`src/rtl/wrr_stream_arbiter_pkg.sv`:
```
// Shared definitions for the weighted round-robin stream arbiter.
// Latency: none (types and constant functions only).
// Backpressure: n/a.
package wrr_stream_arbiter_pkg;

    // Arbiter FSM: IDLE re-arbitrates, BURST keeps serving the current channel.
    typedef enum logic {
        ST_IDLE  = 1'b0,
        ST_BURST = 1'b1
    } state_t;

    // Ceiling log2 for parameter elaboration; clog2(1) = 0.
    function automatic int clog2(input int value);
        int r;
        r = 0;
        for (int i = 0; i < 31; i++) begin
            if ((1 << i) < value) r = i + 1;
        end
        return r;
    endfunction

endpackage

```
`src/rtl/wrr_stream_arbiter_rr_pick.sv`:
```
// Rotating-priority encoder: first requester after LAST, wrapping around.
// Latency: combinational.
// Backpressure: none; the caller decides whether the pick is used.
// Ports:
//   REQ   [N_CH]        request vector
//   LAST  [clog2(N_CH)] previously served channel (lowest priority now)
//   VALID               any request present
//   IDX   [clog2(N_CH)] winning channel
module rr_pick
    import wrr_stream_arbiter_pkg::*;
#(
    parameter int N_CH = 4
) (
    input  logic [N_CH-1:0]        REQ,
    input  logic [clog2(N_CH)-1:0] LAST,
    output logic                   VALID,
    output logic [clog2(N_CH)-1:0] IDX
);

    localparam int IW = clog2(N_CH);

    logic [2*N_CH-1:0] dbl;
    logic [2*N_CH-1:0] mask;
    logic [2*N_CH-1:0] hit;

    // Two copies of REQ side by side turn the wrap-around scan into a
    // linear one: positions LAST+1 .. LAST+N_CH cover every channel once.
    always_comb begin
        dbl  = {REQ, REQ};
        mask = '0;
        for (int j = 0; j < 2*N_CH; j++) begin
            mask[j] = (j > int'(LAST)) && (j <= int'(LAST) + N_CH);
        end
        hit   = dbl & mask;
        VALID = |REQ;
        IDX   = '0;
        // Descending scan so the lowest set position is the one that sticks.
        for (int j = 2*N_CH-1; j >= 0; j--) begin
            if (hit[j]) IDX = IW'(j % N_CH);
        end
    end

endmodule

```
`src/rtl/wrr_stream_arbiter.sv`:
```
// Merges N_CH FWFT FIFO streams into one ready/valid stream, round-robin with burst limit and packet hold.
// Latency: READ_GRANT same cycle as WRITE_REQ (register empty), OUT_VALID one cycle later.
// Backpressure: no pop while OUT_VALID & !OUT_READY; output word/channel held stable until taken.
// Ports:
//   CLK, RST_N           clock, asynchronous active-low reset
//   WRITE_REQ/HOLD_REQ   per-channel "word available" / "keep grant" (packet in progress)
//   DATA_IN              channel i word at [i*DATA_WIDTH +: DATA_WIDTH]
//   READ_GRANT           one-hot pop strobe back to the source FIFO
//   OUT_READY/OUT_VALID/OUT_DATA/OUT_CH  registered output stage with source channel tag
module wrr_stream_arbiter
    import wrr_stream_arbiter_pkg::*;
#(
    parameter int N_CH       = 4,
    parameter int DATA_WIDTH = 32,
    parameter int MAX_BURST  = 16
) (
    input  logic                       CLK,
    input  logic                       RST_N,
    input  logic [N_CH-1:0]            WRITE_REQ,
    input  logic [N_CH-1:0]            HOLD_REQ,
    input  logic [N_CH*DATA_WIDTH-1:0] DATA_IN,
    output logic [N_CH-1:0]            READ_GRANT,
    input  logic                       OUT_READY,
    output logic                       OUT_VALID,
    output logic [DATA_WIDTH-1:0]      OUT_DATA,
    output logic [clog2(N_CH)-1:0]     OUT_CH
);

    localparam int CW = clog2(N_CH);
    // With no burst limit the counter is never consulted; keep one bit.
    localparam int BW = (MAX_BURST == 0) ? 1 : clog2(MAX_BURST + 1);

    state_t                state;
    state_t                state_nxt;
    logic [CW-1:0]         cur;
    logic [CW-1:0]         last_ch;
    logic [CW-1:0]         pick_idx;
    logic [CW-1:0]         gnt_idx;
    logic                  pick_vld;
    logic                  gnt;
    logic                  load_en;
    logic                  limit_hit;
    logic [BW-1:0]         burst_cnt;
    logic [DATA_WIDTH-1:0] ch_dat [N_CH];

    for (genvar i = 0; i < N_CH; i++) begin : g_unpack
        assign ch_dat[i] = DATA_IN[i*DATA_WIDTH +: DATA_WIDTH];
    end

    rr_pick #(
        .N_CH (N_CH)
    ) u_pick (
        .REQ   (WRITE_REQ),
        .LAST  (last_ch),
        .VALID (pick_vld),
        .IDX   (pick_idx)
    );

    // Output register can take a word when empty or being drained this cycle.
    assign load_en   = !OUT_VALID || OUT_READY;
    assign limit_hit = (MAX_BURST != 0) && (int'(burst_cnt) >= MAX_BURST);

    always_comb begin
        state_nxt  = state;
        gnt        = 1'b0;
        gnt_idx    = cur;
        READ_GRANT = '0;
        case (state)
            ST_IDLE: begin
                if (pick_vld && load_en) begin
                    gnt       = 1'b1;
                    gnt_idx   = pick_idx;
                    state_nxt = ST_BURST;
                end
            end
            ST_BURST: begin
                // HOLD_REQ lets a packet run past the burst limit.
                if (WRITE_REQ[cur] && load_en && (!limit_hit || HOLD_REQ[cur])) begin
                    gnt = 1'b1;
                end
                // A held channel keeps the lock even while it has no word.
                if (!HOLD_REQ[cur] && (!WRITE_REQ[cur] || limit_hit)) begin
                    state_nxt = ST_IDLE;
                end
            end
            default: state_nxt = ST_IDLE;
        endcase
        // The pop strobe is combinational; keep it quiet while reset is held
        // so sources are not drained into a register that is being cleared.
        if (!RST_N) gnt = 1'b0;
        if (gnt) READ_GRANT[gnt_idx] = 1'b1;
    end

    always_ff @(posedge CLK or negedge RST_N) begin
        if (!RST_N) begin
            state     <= ST_IDLE;
            cur       <= '0;
            last_ch   <= CW'(N_CH - 1);
            burst_cnt <= '0;
            OUT_VALID <= 1'b0;
            OUT_DATA  <= '0;
            OUT_CH    <= '0;
        end else begin
            state <= state_nxt;

            if (gnt) begin
                OUT_VALID <= 1'b1;
                OUT_DATA  <= ch_dat[gnt_idx];
                OUT_CH    <= gnt_idx;
            end else if (OUT_READY) begin
                OUT_VALID <= 1'b0;
            end

            if (state == ST_IDLE) begin
                if (gnt) begin
                    cur       <= pick_idx;
                    last_ch   <= pick_idx;
                    burst_cnt <= BW'(1);
                end
            end else if (state_nxt == ST_IDLE) begin
                burst_cnt <= '0;
            end else if (gnt && (burst_cnt != '1)) begin
                burst_cnt <= burst_cnt + 1'b1;
            end
        end
    end

endmodule
```
`config.mk`:
```
export PLATFORM = sky130hd
export DESIGN_NAME = wrr_stream_arbiter
export DESIGN_NICKNAME = d
export VERILOG_FILES = /design/src/rtl/wrr_stream_arbiter_pkg.sv /design/src/rtl/wrr_stream_arbiter_rr_pick.sv /design/src/rtl/wrr_stream_arbiter.sv
export SDC_FILE = /design/constraint.sdc
export NUM_CORES = 1
export LEC_CHECK = 0
export BUFFER_PORTS_ARGS = -buffer_cell sky130_fd_sc_hd__buf_2
export CORE_MARGIN = 5
export CORE_UTILIZATION = 46
export DETAILED_ROUTE_END_ITERATION = 10
export MAX_ROUTING_LAYER = met4
export PLACE_DENSITY = 0.9
export RECOVER_POWER = 25
export REMOVE_ABC_BUFFERS = 1
export SYNTH_ARGS = -nofsm -noshare
export SYNTH_HDL_FRONTEND = slang
export SYNTH_SLANG_ARGS = --single-unit
```
`constraint.sdc`:
```
create_clock -name CLK -period 5.9 [get_ports CLK]
set_clock_uncertainty 0.15 [all_clocks]
set_input_delay 0 -clock CLK [delete_from_list [all_inputs] [get_ports CLK]]
set_output_delay 0 -clock CLK [all_outputs]
set_load 0.005 [all_outputs]
```
**After elaboration in Yosys (flattened, before gate mapping)**

Cells that the tools add are included.

- Register bits: 45
- Bits of input ports: 139
- Output and inout port bits: 39
- Word-level logic and storage cells: 82

- Add/sub/neg operators: 2
- $lt $le $gt $ge: 15
- Eq/ne operators: 2
- Mux-type cells: 32
- Bitwise gates (word level): 3
- Reductions and logical operators: 21

Operator list:

| operator | number |
|---|---|
| 4-bit by 32-bit less-or-equal comparator with 1-bit output (first input constant) | 4 |
| 32-bit binary-select mux with 2-bit select | 1 |
| 3-bit by 32-bit less-or-equal comparator with 1-bit output (first input constant) | 2 |
| 32-bit 2-to-1 mux | 2 |
| 2-bit by 32-bit less-or-equal comparator with 1-bit output (first input constant) | 1 |
| 2-bit 2-to-1 mux | 10 |
| 5-bit 2-to-1 mux | 4 |
| 1-bit logical AND | 9 |
| 1-bit 2-to-1 mux | 9 |
| 8-bit bitwise AND | 1 |
| 2-bit by 3-bit less-than comparator with 1-bit output (second input constant) | 2 |
| 5-bit by 1-bit adder with 5-bit output (second input constant) | 1 |
| 5-bit >= comparator (second input constant) | 1 |
| 5-bit inequality test (second input constant) | 1 |
| 2-bit by 3-bit adder with 4-bit output (second input constant) | 1 |
| 1-bit binary-select mux with 2-bit select | 2 |
| 2-bit greater-than comparator (first input constant) | 2 |
| 1-bit zero test | 4 |
| 4-bit 2-to-1 mux | 1 |
| 1-bit one-hot mux with 2 select lines | 2 |
| 2-bit AND reduction | 2 |
| 2-bit nonzero test | 2 |
| 4-bit OR reduction | 1 |
| 3-bit >= comparator (second input constant) | 1 |
| 7 further kinds | 9 |

**Logic depth before layout (Yosys ltp)**

Gate-level depths: netlist of the first run.

- Depth after elaboration: 19
- Depth in mapped cells: 8
- Gate-level depth less buffers: 8

**Cells and area by module**

From an unflattened synthesis of the first run, not the netlist that was laid out.

- Cell total of the unflattened synthesis: 348
- Area, all modules: 3181.8 um^2

By module, submodules not included:

| module | instances | cells an instance | area each (um^2) | seq. area each (um^2) |
|---|---|---|---|---|
| wrr_stream_arbiter | 1 | 334 | 3100.5 | 1128.6 |
| rr_pick | 1 | 14 | 81.3 | 0.0 |

**Least setup slack after synthesis of the first run**

No wires, ideal clock.

- Kind: reg-to-reg
- From: register OUT_VALID
- To: register OUT_DATA[0]
- Library setup time: 0.141 ns
- Arrival time: 1.916 ns
- Data required time: 5.609 ns
- Slack: 3.693 ns
- Stages on the path, launching flop included: 9
- Buffers on the path: 2
- Period minus slack after synthesis: 2.207 ns
- Cell sequence: dfrtp_1 nor2b_1 nor3_4 mux2i_1 buf_4 buf_6 mux2_1 o22ai_1 a31oi_1

- Longest elaborated chain between the ends: 9
- Elaborated cells between the ends (all ways): 15
- Those cells by class: mux: 9; bitwise: 1; reduce/logical: 5

RTL lines:

| item | line | text |
|---|---|---|
| start: declaration | wrr_stream_arbiter.sv:24 | `output logic OUT_VALID,` |
| start signal: assignment | wrr_stream_arbiter.sv:100 | `OUT_VALID <= 1'b0;` |
| start signal: assignment | wrr_stream_arbiter.sv:107 | `OUT_VALID <= 1'b1;` |
| start signal: assignment | wrr_stream_arbiter.sv:111 | `OUT_VALID <= 1'b0;` |
| 1-bit zero test (*) | wrr_stream_arbiter.sv:60 | `assign load_en = !OUT_VALID \|\| OUT_READY;` |
| 1-bit logical OR (*) | wrr_stream_arbiter.sv:60 |  |
| 1-bit logical AND | wrr_stream_arbiter.sv:70 | `if (pick_vld && load_en) begin` |
| 2-bit 2-to-1 mux | wrr_stream_arbiter.sv:70 |  |
| 2-bit 2-to-1 mux | wrr_stream_arbiter.sv:68 | `case (state)` |
| 2-bit inverter with 3-bit output (implied by the code) | wrr_stream_arbiter.sv:108 | `OUT_DATA <= ch_dat[gnt_idx];` |
| 32-bit binary-select mux with 2-bit select | wrr_stream_arbiter.sv:108 |  |
| 32-bit 2-to-1 mux (implied by the code) (2 in series) | wrr_stream_arbiter.sv:108 |  |
| end signal: assignment | wrr_stream_arbiter.sv:108 |  |
| end: declaration | wrr_stream_arbiter.sv:25 | `output logic [DATA_WIDTH-1:0] OUT_DATA,` |

Every way passes the cells marked *; elsewhere a longest branch is shown, timed or not. The select of a mux whose other input is x is not followed.
A chain may end at the register's enable or synchronous reset.

**Final worst setup path of the first run**

- From: input RST_N
- To: register OUT_DATA[5]

- Longest elaborated chain between the ends: 1

RTL lines:

| item | line | text |
|---|---|---|
| start: declaration | wrr_stream_arbiter.sv:18 | `input logic RST_N,` |
| 1-bit 2-to-1 mux | wrr_stream_arbiter.sv:90 | `if (!RST_N) gnt = 1'b0;` |

Every way passes these cells.

==> results_tabular.tex, run 1 <==
\begin{tabular}{lr}
\hline
Metric & Value \\
\hline
\multicolumn{2}{l}{\textbf{Power and ir drop}} \\
Combinational fraction of design power & 62.8\% \\
Pwr dens & 457 mW/mm2 \\
Maximum VDD drop & 257 uV \\
Design Power & 2.00 mW \\
Psw & 0.809 mW \\
Reg power frac & 27.6\% \\
Leakage power & 2.06 nW \\
Pint & 1.19 mW \\
Clock network power share & 9.5\% \\
Sw Share & 40.4\% \\
\multicolumn{2}{l}{\textbf{Worst setup path}} \\
Critical-path cell with the highest stage delay & buf\_2 \\
Most prevalent standard cell on the critical path & dlygate4sd3\_1 \\
Endpoint type of the worst setup path & flip-flop \\
Cell family with most CP delay & buffers and inverters \\
Stage delay of the slowest cell on the critical path & 0.85 ns \\
Worst r2r path cells & 8 \\
Startpoint-to-endpoint class of the critical path & in2reg \\
Critical Path Start Type & input pin \\
Worst Path Required & 5.92 ns \\
CP cell instances & dlygate4sd3\_1 > buf\_2 > o221ai\_4 > nor2\_2 > buf\_4 > a31oi\_1 > dlygate4sd3\_1 \\
Internal reg-to-reg setup slack & 2.46 ns \\
Number of buffer and inverter instances along the worst setup path & 4 \\
CP arrival & 3.48 ns \\
Crit-path max FO & 48 \\
Reg2reg end & OUT\_DATA[26]\$\_DFFE\_PN0P\_ \\
R2R Path Start & OUT\_VALID\$\_DFFE\_PN0P\_ \\
\multicolumn{2}{l}{\textbf{Synthesis}} \\
Post-synthesis mux area share & 15.8\% \\
Summed instance area of the synthesized netlist & 0.00277 mm2 \\
Largest cells by area after synthesis & dfrtp\_1, nand2\_1, mux2\_2, a31oi\_1, o22ai\_1 \\
Largest family of logic cells by synthesized area & compound AO/OA/AOI/OAI gates \\
Fraction of the mapped netlist area in simple logic gates & 16.3\% \\
Post-synthesis sequential area ratio & 40.8\% \\
Synthesized flop and latch total & 45 \\
Syn\_area\_per\_cell & 9.25 um2 \\
Share of the synthesized area in the top cell type & 38.9\% \\
Count of cell types in the netlist & 41 \\
Share of the synthesized netlist area taken by xor and xnor gates & 0.633\% \\
Number of cells produced by synthesis & 299 \\
Synthesis Warnings & 0 \\
Complex-gate fraction of the synthesized area & 20.7\% \\
Adder-Cell Fraction of Synth Area & 0.905\% \\
Area leader, netlist & dfrtp\_1 \\
\multicolumn{2}{l}{\textbf{Routing}} \\
Via density per instance & 5.59 \\
Routed vias & 3389 \\
Antenna violation net count after detailed routing & 0 \\
Residual DRC count & 0 \\
First-iteration detailed-routing DRC count & 186 \\
Aggregate routed wire length & 10.6 mm \\
Average wire length per cell after detail routing & 17.5 um \\
Number of detailed-routing iterations run before antenna repair & 4 \\
\multicolumn{2}{l}{\textbf{Die}} \\
Die ar. & 0.00766 mm2 \\
Core Box Area & 0.00589 mm2 \\
Number of ports placed on the die boundary & 178 \\
Die extent in x & 87.5 um \\
Number of placement rows & 28 \\
Vert. Die Dim & 87.5 um \\
Starting Density & 47.0\% \\
\multicolumn{2}{l}{\textbf{Placement}} \\
PortBufs & 177 \\
Post-DP HPWL & 6.60 mm \\
Final RePlAce weighted congestion & 0.867 \\
\multicolumn{2}{l}{\textbf{Cells and area}} \\
Commonest non-fill, non-tap cells in the layout & buf\_2, nand2\_1, dlygate4sd3\_1, dfrtp\_1 \\
Count of inserted antenna diode cells & 0 \\
Most frequent standard cell in the layout excluding fill and tap cells & buf\_2 \\
Layout cell share with drive strength beyond 1 & 36.9\% \\
Number of nets in the layout & 671 \\
Fraction of the core area covered by cells at the end of the flow & 74.3\% \\
Synth-to-layout area growth & 58.2\% \\
\multicolumn{2}{l}{\textbf{Clocking}} \\
Hold-fix buffers, CTS & 66 \\
Maximum number of buffers from clock root to sink & 2 \\
Clock latency on the worst-skew pair & 0.29 ns \\
Post-CTS setup buffer count & 0 \\
Clock slew seen by the registers of the worst setup and hold paths & 0.09 ns \\
Post-cts sizing count & 0 \\
Number of clock sinks & 45 \\
Maximum level of the CTS H-tree & 2 \\
Root buffer cell & clkbuf\_8 \\
TritonCTS clock tree & yes \\
Number of buffers added by the clock tree synthesis step & 5 \\
\multicolumn{2}{l}{\textbf{GRT}} \\
Gr ovfl total & 0 \\
Number of antenna violations at the first check in global routing & 0 \\
Largest net degree at the start of global routing & 66 \\
Global Route Usage Sum & 28.4\% \\
Wire length of the first global-routing pass & 16.6 mm \\
Number of global-route vias before repair & 3576 \\
\multicolumn{2}{l}{\textbf{Timing}} \\
Min Tclk post-route & 3.46 ns \\
Fmax & 289 MHz \\
Final worst hold slack & 0.0258 ns \\
Portion of the clock cycle consumed by the worst path in the final layout & 58.7\% \\
Setup\_tns & 0 ns \\
Final hold violation count & 0 \\
Final-report max-slew violation count & 0 \\
Slew @ Worst Pin & 1.13 ns \\
Worst-case headroom to the max-slew limit & 24.6\% \\
Unrepaired setup endpoints after global routing & false \\
Setup violators final & 0 \\
\multicolumn{2}{l}{\textbf{Min path}} \\
Kind of path behind the tightest hold check & in2reg \\
Hold Crit Endpoint & state\$\_DFF\_PN0\_ \\
Hold path startpoint & WRITE\_REQ[2] \\
Depth of the worst hold-timing path & 4 \\
\multicolumn{2}{l}{\textbf{Flow run}} \\
Maxcap violations & 0 \\
\multicolumn{2}{l}{\textbf{Run status}} \\
Result of the run & complete, no violations \\
\hline
\end{tabular}
==> cell usage after synthesis, drive strengths merged <==
cell / count
and2: 1
mux2: 34
xor2: 2
nand3: 2
clkbuf: 7
o21bai: 1
buf: 14
nor3: 2
o221ai: 1
a21o: 3
ha: 2
o221a: 1
dfrtp: 43
a21oi: 5
nand2: 73
nand3b: 1
a31oi: 32
nor4: 1
a22oi: 2
and3: 5
nor3b: 1
or2: 1
mux2i: 1
a311o: 1
dfstp: 2
mux4: 2
o22ai: 32
o21ai: 4
inv: 4
o21a: 2
nand2b: 4
a211o: 2
nor2b: 1
nor2: 10
==> layout make-up <==
type | count | area (um2)
fill | 432 | 1510
multi-input combinational | 229 | 1520
sequential | 45 | 1130
clock buffer | 6 | 72.6
timing repair buffer | 245 | 1540
tap | 75 | 93.8
clock inverter | 2 | 10.0
inverter | 4 | 15.0
==> flip-flops by register name, indices dropped and copies added, names as in the netlist <==
signal     flops
OUT_DATA      32
burst_cnt      5
OUT_CH         2
cur            2
last_ch        2
OUT_VALID      1
state          1
==> how the worst max path moves through the flow <==
stage | depth (start not counted) | endpoint | from
after floorplan | 6 | OUT_DATA[8]$_DFFE_PN0P_ | OUT_VALID$_DFFE_PN0P_
after global placement | 7 | OUT_DATA[17]$_DFFE_PN0P_ | OUT_VALID$_DFFE_PN0P_
after detailed placement | 7 | OUT_DATA[17]$_DFFE_PN0P_ | OUT_VALID$_DFFE_PN0P_
after CTS | 7 | OUT_DATA[8]$_DFFE_PN0P_ | RST_N
after global routing | 7 | OUT_DATA[5]$_DFFE_PN0P_ | RST_N
final | 7 | OUT_DATA[5]$_DFFE_PN0P_ | RST_N
==> layer usage <==
metal	part of all wire [%]	global-route usage, %	vias up
met4	2.9	12.4	0
met2	53	49.0	209
met3	8.9	5.93	32
met5	0	-	-
met1	35	31.5	1590
li1	-	-	1558
==> cells by family (layout without fill, tap and decap cells) <==
logic type | Yosys count | in the layout
and+or+nand+nor | 102 | 102
AOI/OAI and AO/OA | 86 | 86
DFF | 45 | 45
muxes | 37 | 37
buffers and inverters | 25 | 257
adders and majority gates | 2 | 2
xor gates and xnor gates | 2 | 2
==> through the flow <==
step | worst slack (ns) | instances | cell area, um2
2_1_floorplan | 1.07 | 278 | 2650
3_3_place_gp | 3.22 | 532 | 3660
3_5_place_dp | 3.11 | 532 | 3660
4_1_cts | 2.44 | 606 | 4400
5_1_grt | 2.12 | 606 | 4370
6_report | 2.44 | 606 | 4370
==> power by group through the flow <==
stage,Combinational (mW),Clock [mW],Sequential [mW]
3_3_place_gp,0.950,0,0.546
3_5_place_dp,0.990,0,0.552
4_1_cts,1.24,0.196,0.547
2_1_floorplan,0.645,0,0.556
6_report,1.26,0.191,0.553
5_1_grt,1.37,0.209,0.571
==> worst reg2reg max path, stage by stage (launching register included) <==
cell and delay, ns:
dfrtp_1 0.40, nor2b_1 0.18, nor3_4 0.42, mux2i_4 0.29
buf_4 0.58, mux2_1 0.44, o22ai_1 0.14, a31oi_1 0.08
dlygate4sd3_1 0.63
Note: power is estimated with default switching activity, not from simulation.
==> run 2, diff against run 1 <==
--- a/config.mk
+++ b/config.mk
@@ -7,10 +7,10 @@
 export LEC_CHECK = 0
 export BUFFER_PORTS_ARGS = -buffer_cell sky130_fd_sc_hd__buf_2
 export CORE_MARGIN = 5
-export CORE_UTILIZATION = 46
+export CORE_UTILIZATION = 39
 export DETAILED_ROUTE_END_ITERATION = 10
 export MAX_ROUTING_LAYER = met4
-export PLACE_DENSITY = 0.9
+export PLACE_DENSITY = 0.82
 export RECOVER_POWER = 25
 export REMOVE_ABC_BUFFERS = 1
 export SYNTH_ARGS = -nofsm -noshare
==> constraint.sdc (replaced) <==
create_clock -name CLK -period 3 [get_ports CLK]
set_clock_uncertainty 0.15 [all_clocks]
set_input_delay 0 -clock CLK [delete_from_list [all_inputs] [get_ports CLK]]
set_output_delay 0 -clock CLK [all_outputs]
set_load 0.005 [all_outputs]
==> run 2 against run 1 <==
Against the previous run:
- worst hold slack worse by 0.0097 ns
- combinational power increased by 71%
- die area grew 16%
- utilization shrank 2.4 points
- register-to-register slack worse by 2.2 ns
- non-clock buffer count is 49 higher
- critical endpoint is now OUT_DATA[29]$_DFFE_PN0P_
- largest cell class unchanged
==> results_tabular.tex, run 2 (synthesized netlist as in run 1, its figures left out) <==
\begin{tabular}{lr}
\hline
Metric & Value \\
\hline
\multicolumn{2}{l}{\textbf{Run status}} \\
Result of the run & complete, no violations \\
\multicolumn{2}{l}{\textbf{Cells and area}} \\
Largest Register & OUT\_DATA \\
Commonest non-fill, non-tap cells in the layout & buf\_2, dlygate4sd3\_1, nand2\_1, dfrtp\_1 \\
Layout cell share with drive strength beyond 1 & 37.1\% (+0.22 points) \\
Number of nets in the layout & 720 (+7.3\%) \\
Final instance area & 0.00491 mm2 (+12\%) \\
Total of fill cells in the finished design & 462 (+6.9\%) \\
Multi-input combinational cell area & 0.00153 mm2 (+0.58\%) \\
Fraction of the core area covered by cells at the end of the flow & 71.9\% (-2.4 points) \\
Number of flip-flops in the largest register & 32 (unchanged) \\
Registers with the most flip-flops & OUT\_DATA (32), burst\_cnt (5) \\
Final instance count without filler cells & 675 (+11\%) \\
Count of inserted antenna diode cells & 0 (unchanged) \\
Synth-to-layout area growth & 77.6\% \\
Sequential cell area in the final layout & 0.00113 mm2 (unchanged) \\
Most frequent standard cell in the layout excluding fill and tap cells & buf\_2 \\
\multicolumn{2}{l}{\textbf{Routing}} \\
Via density per instance & 5.53 (-1.0\%) \\
Average wire length per cell after detail routing & 18.5 um (+5.9\%) \\
Number of detailed-routing iterations run before antenna repair & 5 (+1) \\
First-iteration detailed-routing DRC count & 267 (+44\%) \\
Residual DRC count & 0 (unchanged) \\
Routed vias & 3736 (+10\%) \\
Aggregate routed wire length & 12.5 mm (+18\%) \\
Antenna violation net count after detailed routing & 0 (unchanged) \\
\multicolumn{2}{l}{\textbf{GRT}} \\
Wire length of the first global-routing pass & 20.0 mm (+20\%) \\
Number of global-route vias before repair & 4221 (+18\%) \\
Global Route Usage Sum & 29.6\% (+1.2 points) \\
Number of antenna violations at the first check in global routing & 0 (unchanged) \\
Gr ovfl total & 0 (unchanged) \\
Largest net degree at the start of global routing & 40 (-39\%) \\
\multicolumn{2}{l}{\textbf{Worst setup path}} \\
Critical Path Start Type & flip-flop \\
Worst Path Required & 2.98 ns (-2.94 ns) \\
Startpoint-to-endpoint class of the critical path & reg2reg \\
Worst r2r path cells & 7 (-1) \\
Endpoint type of the worst setup path & flip-flop \\
CP endpoint & OUT\_DATA[29]\$\_DFFE\_PN0P\_ \\
Crit-path max FO & 32 (-33\%) \\
Reg2reg end & OUT\_DATA[29]\$\_DFFE\_PN0P\_ \\
Crit. Startpoint & OUT\_VALID\$\_DFFE\_PN0P\_ \\
Internal reg-to-reg setup slack & 0.25 ns (-2.21 ns) \\
CP arrival & 2.73 ns (-0.75 ns) \\
R2R Path Start & OUT\_VALID\$\_DFFE\_PN0P\_ \\
\multicolumn{2}{l}{\textbf{Clocking}} \\
Number of buffers added by the clock tree synthesis step & 5 (unchanged) \\
Post-CTS setup buffer count & 0 (unchanged) \\
TritonCTS clock tree & yes \\
Clock slew seen by the registers of the worst setup and hold paths & 0.08 ns (about the same) \\
Number of clock sinks & 45 (unchanged) \\
Maximum number of buffers from clock root to sink & 2 (unchanged) \\
Root buffer cell & clkbuf\_8 \\
Maximum level of the CTS H-tree & 2 (unchanged) \\
Clock latency on the worst-skew pair & 0.29 ns (about the same) \\
\multicolumn{2}{l}{\textbf{Flow run}} \\
Maxcap violations & 0 (unchanged) \\
\multicolumn{2}{l}{\textbf{Timing}} \\
Setup\_tns & 0 ns (unchanged) \\
Final hold violation count & 0 (unchanged) \\
Setup violators final & 0 (unchanged) \\
Post-layout worst setup margin & 0.247 ns (-2.19 ns) \\
Slew @ Worst Pin & 1.28 ns (+0.146 ns) \\
Fmax & 363 MHz \\
Portion of the clock cycle consumed by the worst path in the final layout & 91.8\% \\
Min Tclk post-route & 2.75 ns \\
Worst-case headroom to the max-slew limit & 14.8\% (-9.8 points) \\
Unrepaired setup endpoints after global routing & false \\
Final worst hold slack & 0.0161 ns (-0.00968 ns) \\
Final-report max-slew violation count & 0 (unchanged) \\
\multicolumn{2}{l}{\textbf{Placement}} \\
Cell count after placement & 556 (+4.5\%) \\
Pre-CTS setup slack & 0.361 ns (-2.75 ns) \\
Final RePlAce weighted congestion & 0.848 (-2.2\%) \\
Post-DP HPWL & 6.99 mm (+5.9\%) \\
Cell area after placement & 0.00370 mm2 (+1.3\%) \\
PortBufs & 177 (unchanged) \\
\multicolumn{2}{l}{\textbf{Die}} \\
Number of ports placed on the die boundary & 178 (unchanged) \\
Core Box Area & 0.00683 mm2 (+16\%) \\
Starting Density & 40.5\% (-6.5 points) \\
Vert. Die Dim & 94.2 um (+7.6\%) \\
Number of placement rows & 30 (+7.1\%) \\
Die extent in x & 94.2 um (+7.6\%) \\
Die ar. & 0.00887 mm2 (+16\%) \\
\multicolumn{2}{l}{\textbf{Power and ir drop}} \\
Design Power & 3.64 mW (+82\%) \\
Pwr dens & 741 mW/mm2 (+62\%) \\
Maximum VDD drop & 343 uV (+34\%) \\
Leakage power & 2.32 nW (+13\%) \\
\multicolumn{2}{l}{\textbf{Min path}} \\
Kind of path behind the tightest hold check & in2reg \\
\hline
\end{tabular}
[run 2: cell types whose count changed in the layout (fill, tap and decap cells not counted), sizes merged]
cell / previous run / this run
clkbuf: 26 / 10
clkinv: 2 / 0
buf: 159 / 179
dlygate4sd3: 66 / 112
[run 2: routing by layer]
layer | vias up | wire, um | GRT usage, %
met5 | - | 0 | -
met4 | 0 | 684 | 18.7
met3 | 74 | 1100 | 7.29
met2 | 285 | 6440 | 50.0
met1 | 1715 | 4280 | 30.7
li1 | 1662 | - | -
[run 2: timing repair]
action | 4_1_cts | 5_1_grt
gates resized for setup | 0 | 1
hold buffers | 112 | 0
endpoints found under the setup margin | 0 | 1
hold endpoints to repair | 80 | 0
[run 2: report_power, final]
| group | switching, mW | internal [mW] | total [mW] |
|---|---|---|---|
| clock network | 0.197 | 0.183 | 0.381 |
| logic | 1.16 | 0.994 | 2.16 |
| registers | 0.198 | 0.904 | 1.10 |
| total | 1.56 | 2.08 | 3.64 |
[run 2: final cells by class]
cell class / instances / area share (%)
inverters: 4 / 0.306
repair buffers: 294 / 41.4
multi-input cells: 229 / 31.1
clock buffers: 7 / 1.76
well taps: 96 / 2.45
flip-flops and latches: 45 / 23.0
[run 2: how the worst min path moves through the flow]
stage	startpoint	endpoint	cells after the start
2_1_floorplan	RST_N	OUT_CH[0]$_DFFE_PN0P_	0
3_3_place_gp	RST_N	burst_cnt[4]$_DFFE_PN0P_	2
3_5_place_dp	RST_N	state$_DFF_PN0_	2
4_1_cts	DATA_IN[78]	OUT_DATA[14]$_DFFE_PN0P_	4
5_1_grt	DATA_IN[25]	OUT_DATA[25]$_DFFE_PN0P_	4
6_report	DATA_IN[25]	OUT_DATA[25]$_DFFE_PN0P_	4
[run 2: critical path, stage by stage, from the launching register on]
cell	delay, ns
dfrtp_1	0.40
nor2b_1	0.17
nor3_4	0.46
mux2i_4	0.32
buf_4	0.36
mux2_1	0.40
o22ai_1	0.22
a31oi_1	0.09
==> run 3, diff against run 2 <==
--- a/config.mk
+++ b/config.mk
@@ -5,14 +5,16 @@
 export SDC_FILE = /design/constraint.sdc
 export NUM_CORES = 1
 export LEC_CHECK = 0
+export ABC_AREA = 1
 export BUFFER_PORTS_ARGS = -buffer_cell sky130_fd_sc_hd__buf_2
 export CORE_MARGIN = 5
-export CORE_UTILIZATION = 39
+export CORE_UTILIZATION = 42
 export DETAILED_ROUTE_END_ITERATION = 10
 export MAX_ROUTING_LAYER = met4
 export PLACE_DENSITY = 0.82
 export RECOVER_POWER = 25
 export REMOVE_ABC_BUFFERS = 1
+export SKIP_LAST_GASP = 1
 export SYNTH_ARGS = -nofsm -noshare
 export SYNTH_HDL_FRONTEND = slang
 export SYNTH_SLANG_ARGS = --single-unit
==> run 3 against run 2 <==
Against the previous run:
- utilization decreased by 0.62 points
- clock-buffer cell count unchanged
- global-route usage decreased by 1.1 points
- register-to-register slack got worse by 0.03 ns
- worst hold slack got worse by 0.010 ns
- worst setup slack got worse by 0.026 ns
- critical path depth increased by 4
- critical path type unchanged
- largest power group unchanged
- final cell count increased by 40%
- die area increased by 14%
- non-clock buffer count increased by 16
- critical endpoint unchanged
==> results_tabular.tex, run 3 <==
\begin{tabular}{lr}
\hline
Metric & Value \\
\hline
\multicolumn{2}{l}{\textbf{Run status}} \\
Result of the run & complete, no violations \\
\multicolumn{2}{l}{\textbf{Synthesis}} \\
EDFF count, synth & 0 (unchanged) \\
Area leader, netlist & dfrtp\_1 \\
Leading register cell type out of synthesis & dfrtp\_1 \\
Largest cells by area after synthesis & dfrtp\_1, nand2\_1, nand3\_1, inv\_1, or2\_1 \\
Synthesis Warnings & 0 (unchanged) \\
Share of synthesized registers carrying an async set or reset & 100\% (unchanged) \\
Cell with the most instances after synthesis & nand2\_1 \\
Number of cells produced by synthesis & 548 (+83\%) \\
Post-synthesis sequential area ratio & 32.9\% (-8.0 points) \\
Count of cell types in the netlist & 28 (-32\%) \\
Commonest cells in the synthesized netlist & nand2\_1, nand3\_1, inv\_1 \\
Share of the synthesized area in the top cell type & 31.3\% (-7.6 points) \\
Summed instance area of the synthesized netlist & 0.00343 mm2 (+24\%) \\
Synthesized flop and latch total & 45 (unchanged) \\
Syn\_area\_per\_cell & 6.27 um2 (-32\%) \\
\multicolumn{2}{l}{\textbf{Die}} \\
Vert. Die Dim & 100 um (+6.6\%) \\
Number of placement rows & 33 (+10\%) \\
Starting Density & 42.4\% (+2.0 points) \\
Core Box Area & 0.00809 mm2 (+18\%) \\
Number of ports placed on the die boundary & 178 (unchanged) \\
Die extent in x & 100 um (+6.6\%) \\
Die ar. & 0.0101 mm2 (+14\%) \\
\multicolumn{2}{l}{\textbf{Cells and area}} \\
Registers with the most flip-flops & OUT\_DATA (32), burst\_cnt (5) \\
Fraction of the core area covered by cells at the end of the flow & 71.3\% (-0.62 points) \\
Most frequent standard cell in the layout excluding fill and tap cells & nand2\_1 \\
Number of nets in the layout & 982 (+36\%) \\
Synth-to-layout area growth & 68.0\% \\
Final instance area & 0.00577 mm2 (+17\%) \\
Total of fill cells in the finished design & 625 (+35\%) \\
Layout cell share with drive strength beyond 1 & 25.3\% (-12 points) \\
Largest Register & OUT\_DATA \\
Commonest non-fill, non-tap cells in the layout & nand2\_1, buf\_2, dlygate4sd3\_1, nand3\_1, inv\_1 \\
Count of inserted antenna diode cells & 0 (unchanged) \\
Number of flip-flops in the largest register & 32 (unchanged) \\
\multicolumn{2}{l}{\textbf{Placement}} \\
PortBufs & 177 (unchanged) \\
Post-DP HPWL & 8.09 mm (+16\%) \\
Cell area after placement & 0.00437 mm2 (+18\%) \\
Pre-CTS setup slack & 0.468 ns (+0.107 ns) \\
Final RePlAce weighted congestion & 0.878 (+3.6\%) \\
\multicolumn{2}{l}{\textbf{Timing}} \\
Fmax & 360 MHz (-0.94\%) \\
Setup\_tns & 0 ns (unchanged) \\
Min Tclk post-route & 2.78 ns (+0.0260 ns) \\
Slew @ Worst Pin & 1.14 ns (-0.141 ns) \\
Portion of the clock cycle consumed by the worst path in the final layout & 92.6\% (+0.87 points) \\
Final hold violation count & 0 (unchanged) \\
Final-report max-slew violation count & 0 (unchanged) \\
Post-layout worst setup margin & 0.221 ns (-0.0260 ns) \\
Unrepaired setup endpoints after global routing & false \\
Setup violators final & 0 (unchanged) \\
Worst-case headroom to the max-slew limit & 24.2\% (+9.4 points) \\
\multicolumn{2}{l}{\textbf{Worst setup path}} \\
Crit-path max FO & 55 (+72\%) \\
Reg2reg end & OUT\_DATA[29]\$\_DFFE\_PN0P\_ \\
CP cell instances & inv\_2 > o21ai\_1 > nand2\_1 > nand2\_2 > nand3\_4 > nand2\_8 > buf\_12 > or2\_1 > nand3\_1 > dlygate4sd3\_1 > nand3\_1 \\
Worst Path Required & 3.10 ns (+0.12 ns) \\
Worst r2r path cells & 11 (+4) \\
Internal reg-to-reg setup slack & 0.22 ns (-0.03 ns) \\
Critical Path Start Type & flip-flop \\
CP arrival & 2.88 ns (+0.15 ns) \\
Critical-path cell with the highest stage delay & dfstp\_2 \\
R2R Path Start & last\_ch[1]\$\_DFFE\_PN1P\_ \\
Endpoint type of the worst setup path & flip-flop \\
Stage delay of the slowest cell on the critical path & 0.58 ns (+0.12 ns) \\
Most prevalent standard cell on the critical path & nand3\_1 \\
Startpoint-to-endpoint class of the critical path & reg2reg \\
Cell family with most CP delay & simple AND/OR/NAND/NOR gates \\
Number of buffer and inverter instances along the worst setup path & 3 (+2) \\
\multicolumn{2}{l}{\textbf{Routing}} \\
Residual DRC count & 0 (unchanged) \\
Number of detailed-routing iterations run before antenna repair & 8 (+3) \\
Wire length on met3 & 1.28 mm (+16\%) \\
Sum of met2 wire segment lengths after detailed routing & 7.32 mm (+14\%) \\
Aggregate routed wire length & 14.5 mm (+16\%) \\
Post-Route M1 WL & 5.21 mm (+22\%) \\
First-iteration detailed-routing DRC count & 309 (+16\%) \\
Antenna violation net count after detailed routing & 0 (unchanged) \\
Routed vias & 4894 (+31\%) \\
Via density per instance & 5.17 (-6.6\%) \\
Average wire length per cell after detail routing & 15.3 um (-18\%) \\
Top routing layer in use & met4 \\
\multicolumn{2}{l}{\textbf{Power and ir drop}} \\
Reg power frac & 24.3\% (-6.0 points) \\
Psw & 2.15 mW (+38\%) \\
Combinational fraction of design power & 65.1\% (+5.8 points) \\
Pwr dens & 803 mW/mm2 (+8.3\%) \\
Maximum VDD drop & 401 uV (+17\%) \\
Clock network power share & 10.6\% (about the same) \\
Leakage power & 3.20 nW (+38\%) \\
Sw Share & 46.5\% (+3.7 points) \\
Pint & 2.48 mW (+19\%) \\
\multicolumn{2}{l}{\textbf{Clocking}} \\
Number of buffers added by the clock tree synthesis step & 5 (unchanged) \\
Maximum number of buffers from clock root to sink & 2 (unchanged) \\
Maximum level of the CTS H-tree & 2 (unchanged) \\
Clock latency on the worst-skew pair & 0.31 ns (+0.02 ns) \\
Clock slew seen by the registers of the worst setup and hold paths & 0.09 ns (about the same) \\
TritonCTS clock tree & yes \\
Number of clock sinks & 45 (unchanged) \\
Root buffer cell & clkbuf\_8 \\
\multicolumn{2}{l}{\textbf{GRT}} \\
Wire length of the first global-routing pass & 22.5 mm (+13\%) \\
Gr ovfl total & 0 (unchanged) \\
Number of antenna violations at the first check in global routing & 0 (unchanged) \\
Global Route Usage Sum & 28.5\% (-1.1 points) \\
Number of global-route vias before repair & 5155 (+22\%) \\
Largest net degree at the start of global routing & 56 (+40\%) \\
\multicolumn{2}{l}{\textbf{Min path}} \\
Hold Crit Endpoint & OUT\_DATA[26]\$\_DFFE\_PN0P\_ \\
Depth of the worst hold-timing path & 7 (+3) \\
Kind of path behind the tightest hold check & in2reg \\
Hold path startpoint & DATA\_IN[58] \\
\multicolumn{2}{l}{\textbf{Flow run}} \\
Maxcap violations & 0 (unchanged) \\
\hline
\end{tabular}
## run 3: how the worst max path moves through the flow
stage	slack, ns	end	start	depth (start not counted)
2_1_floorplan	0.38	OUT_DATA[0]$_DFFE_PN0P_	cur[0]$_DFFE_PN0P_	10
3_3_place_gp	0.57	OUT_DATA[24]$_DFFE_PN0P_	last_ch[1]$_DFFE_PN1P_	12
3_5_place_dp	0.47	OUT_DATA[24]$_DFFE_PN0P_	last_ch[1]$_DFFE_PN1P_	12
4_1_cts	0.03	OUT_DATA[2]$_DFFE_PN0P_	last_ch[1]$_DFFE_PN1P_	11
5_1_grt	0.02	OUT_DATA[6]$_DFFE_PN0P_	last_ch[1]$_DFFE_PN1P_	12
6_report	0.22	OUT_DATA[29]$_DFFE_PN0P_	last_ch[1]$_DFFE_PN1P_	11
## run 3: per-layer routing
layer / vias up / GRT usage [%]
met2: 318 / 50.7
met3: 76 / 5.14
met4: 0 / 13.7
met1: 2238 / 30.4
li1: 2262 / -
met5: - / -
## run 3: power by group through the flow
| stage | Clock, mW | Sequential, mW | Combinational, mW |
|---|---|---|---|
| final | 0.492 | 1.12 | 3.01 |
| after global routing | 0.518 | 1.16 | 3.32 |
| after CTS | 0.492 | 1.11 | 2.81 |
| after detailed placement | 0 | 1.11 | 2.40 |
| after global placement | 0 | 1.11 | 2.30 |
| after floorplan | 0 | 1.11 | 1.55 |
## run 3: kinds of logic after synthesis
| group | synth area share, % |
|---|---|
| and+or+nand+nor | 48.2 |
| xor gates and xnor gates | 0.510 |
| AOI/OAI and AO/OA | 1.82 |
| adders and majority gates | 0.728 |
| buffers and inverters | 15.8 |
| DFF | 32.9 |
## run 3: cell type report
cell class                 instances  area (um2)  share of cell area, %
tap                              105         131                   2.28
clock inverter                     1        30.0                  0.520
timing repair buffer             310        2190                   38.0
inverter                         105         394                   6.83
clock buffer                       7        86.3                   1.50
multi-input combinational        374        1810                   31.3
sequential                        45        1130                   19.6
## run 3: per-stage QoR
| stage | hold slack, ns | instances | total power, mW |
|---|---|---|---|
| floorplan | -0.446 | 521 | 2.65 |
| global placement | 0.0252 | 810 | 3.41 |
| detailed placement | 0.0305 | 810 | 3.51 |
| CTS | 0.00151 | 944 | 4.41 |
| global route | 0.0449 | 947 | 5.00 |
| finish | 0.00585 | 947 | 4.63 |
## run 3: tightest hold or removal path: stages
cell     delay [ns]
buf_2          0.08
inv_1          0.03
nand3_1        0.07
nand3_1        0.08
nand2_1        0.07
nand2_1        0.05
nand2_1        0.05
## run 3: timing repair
action | 4_1_cts | 5_1_grt
buffers inserted | 0 | 0
gates resized for setup | 0 | 3
hold endpoints to repair | 76 | 0
setup endpoints to repair | 0 | 22
hold buffers | 126 | 0
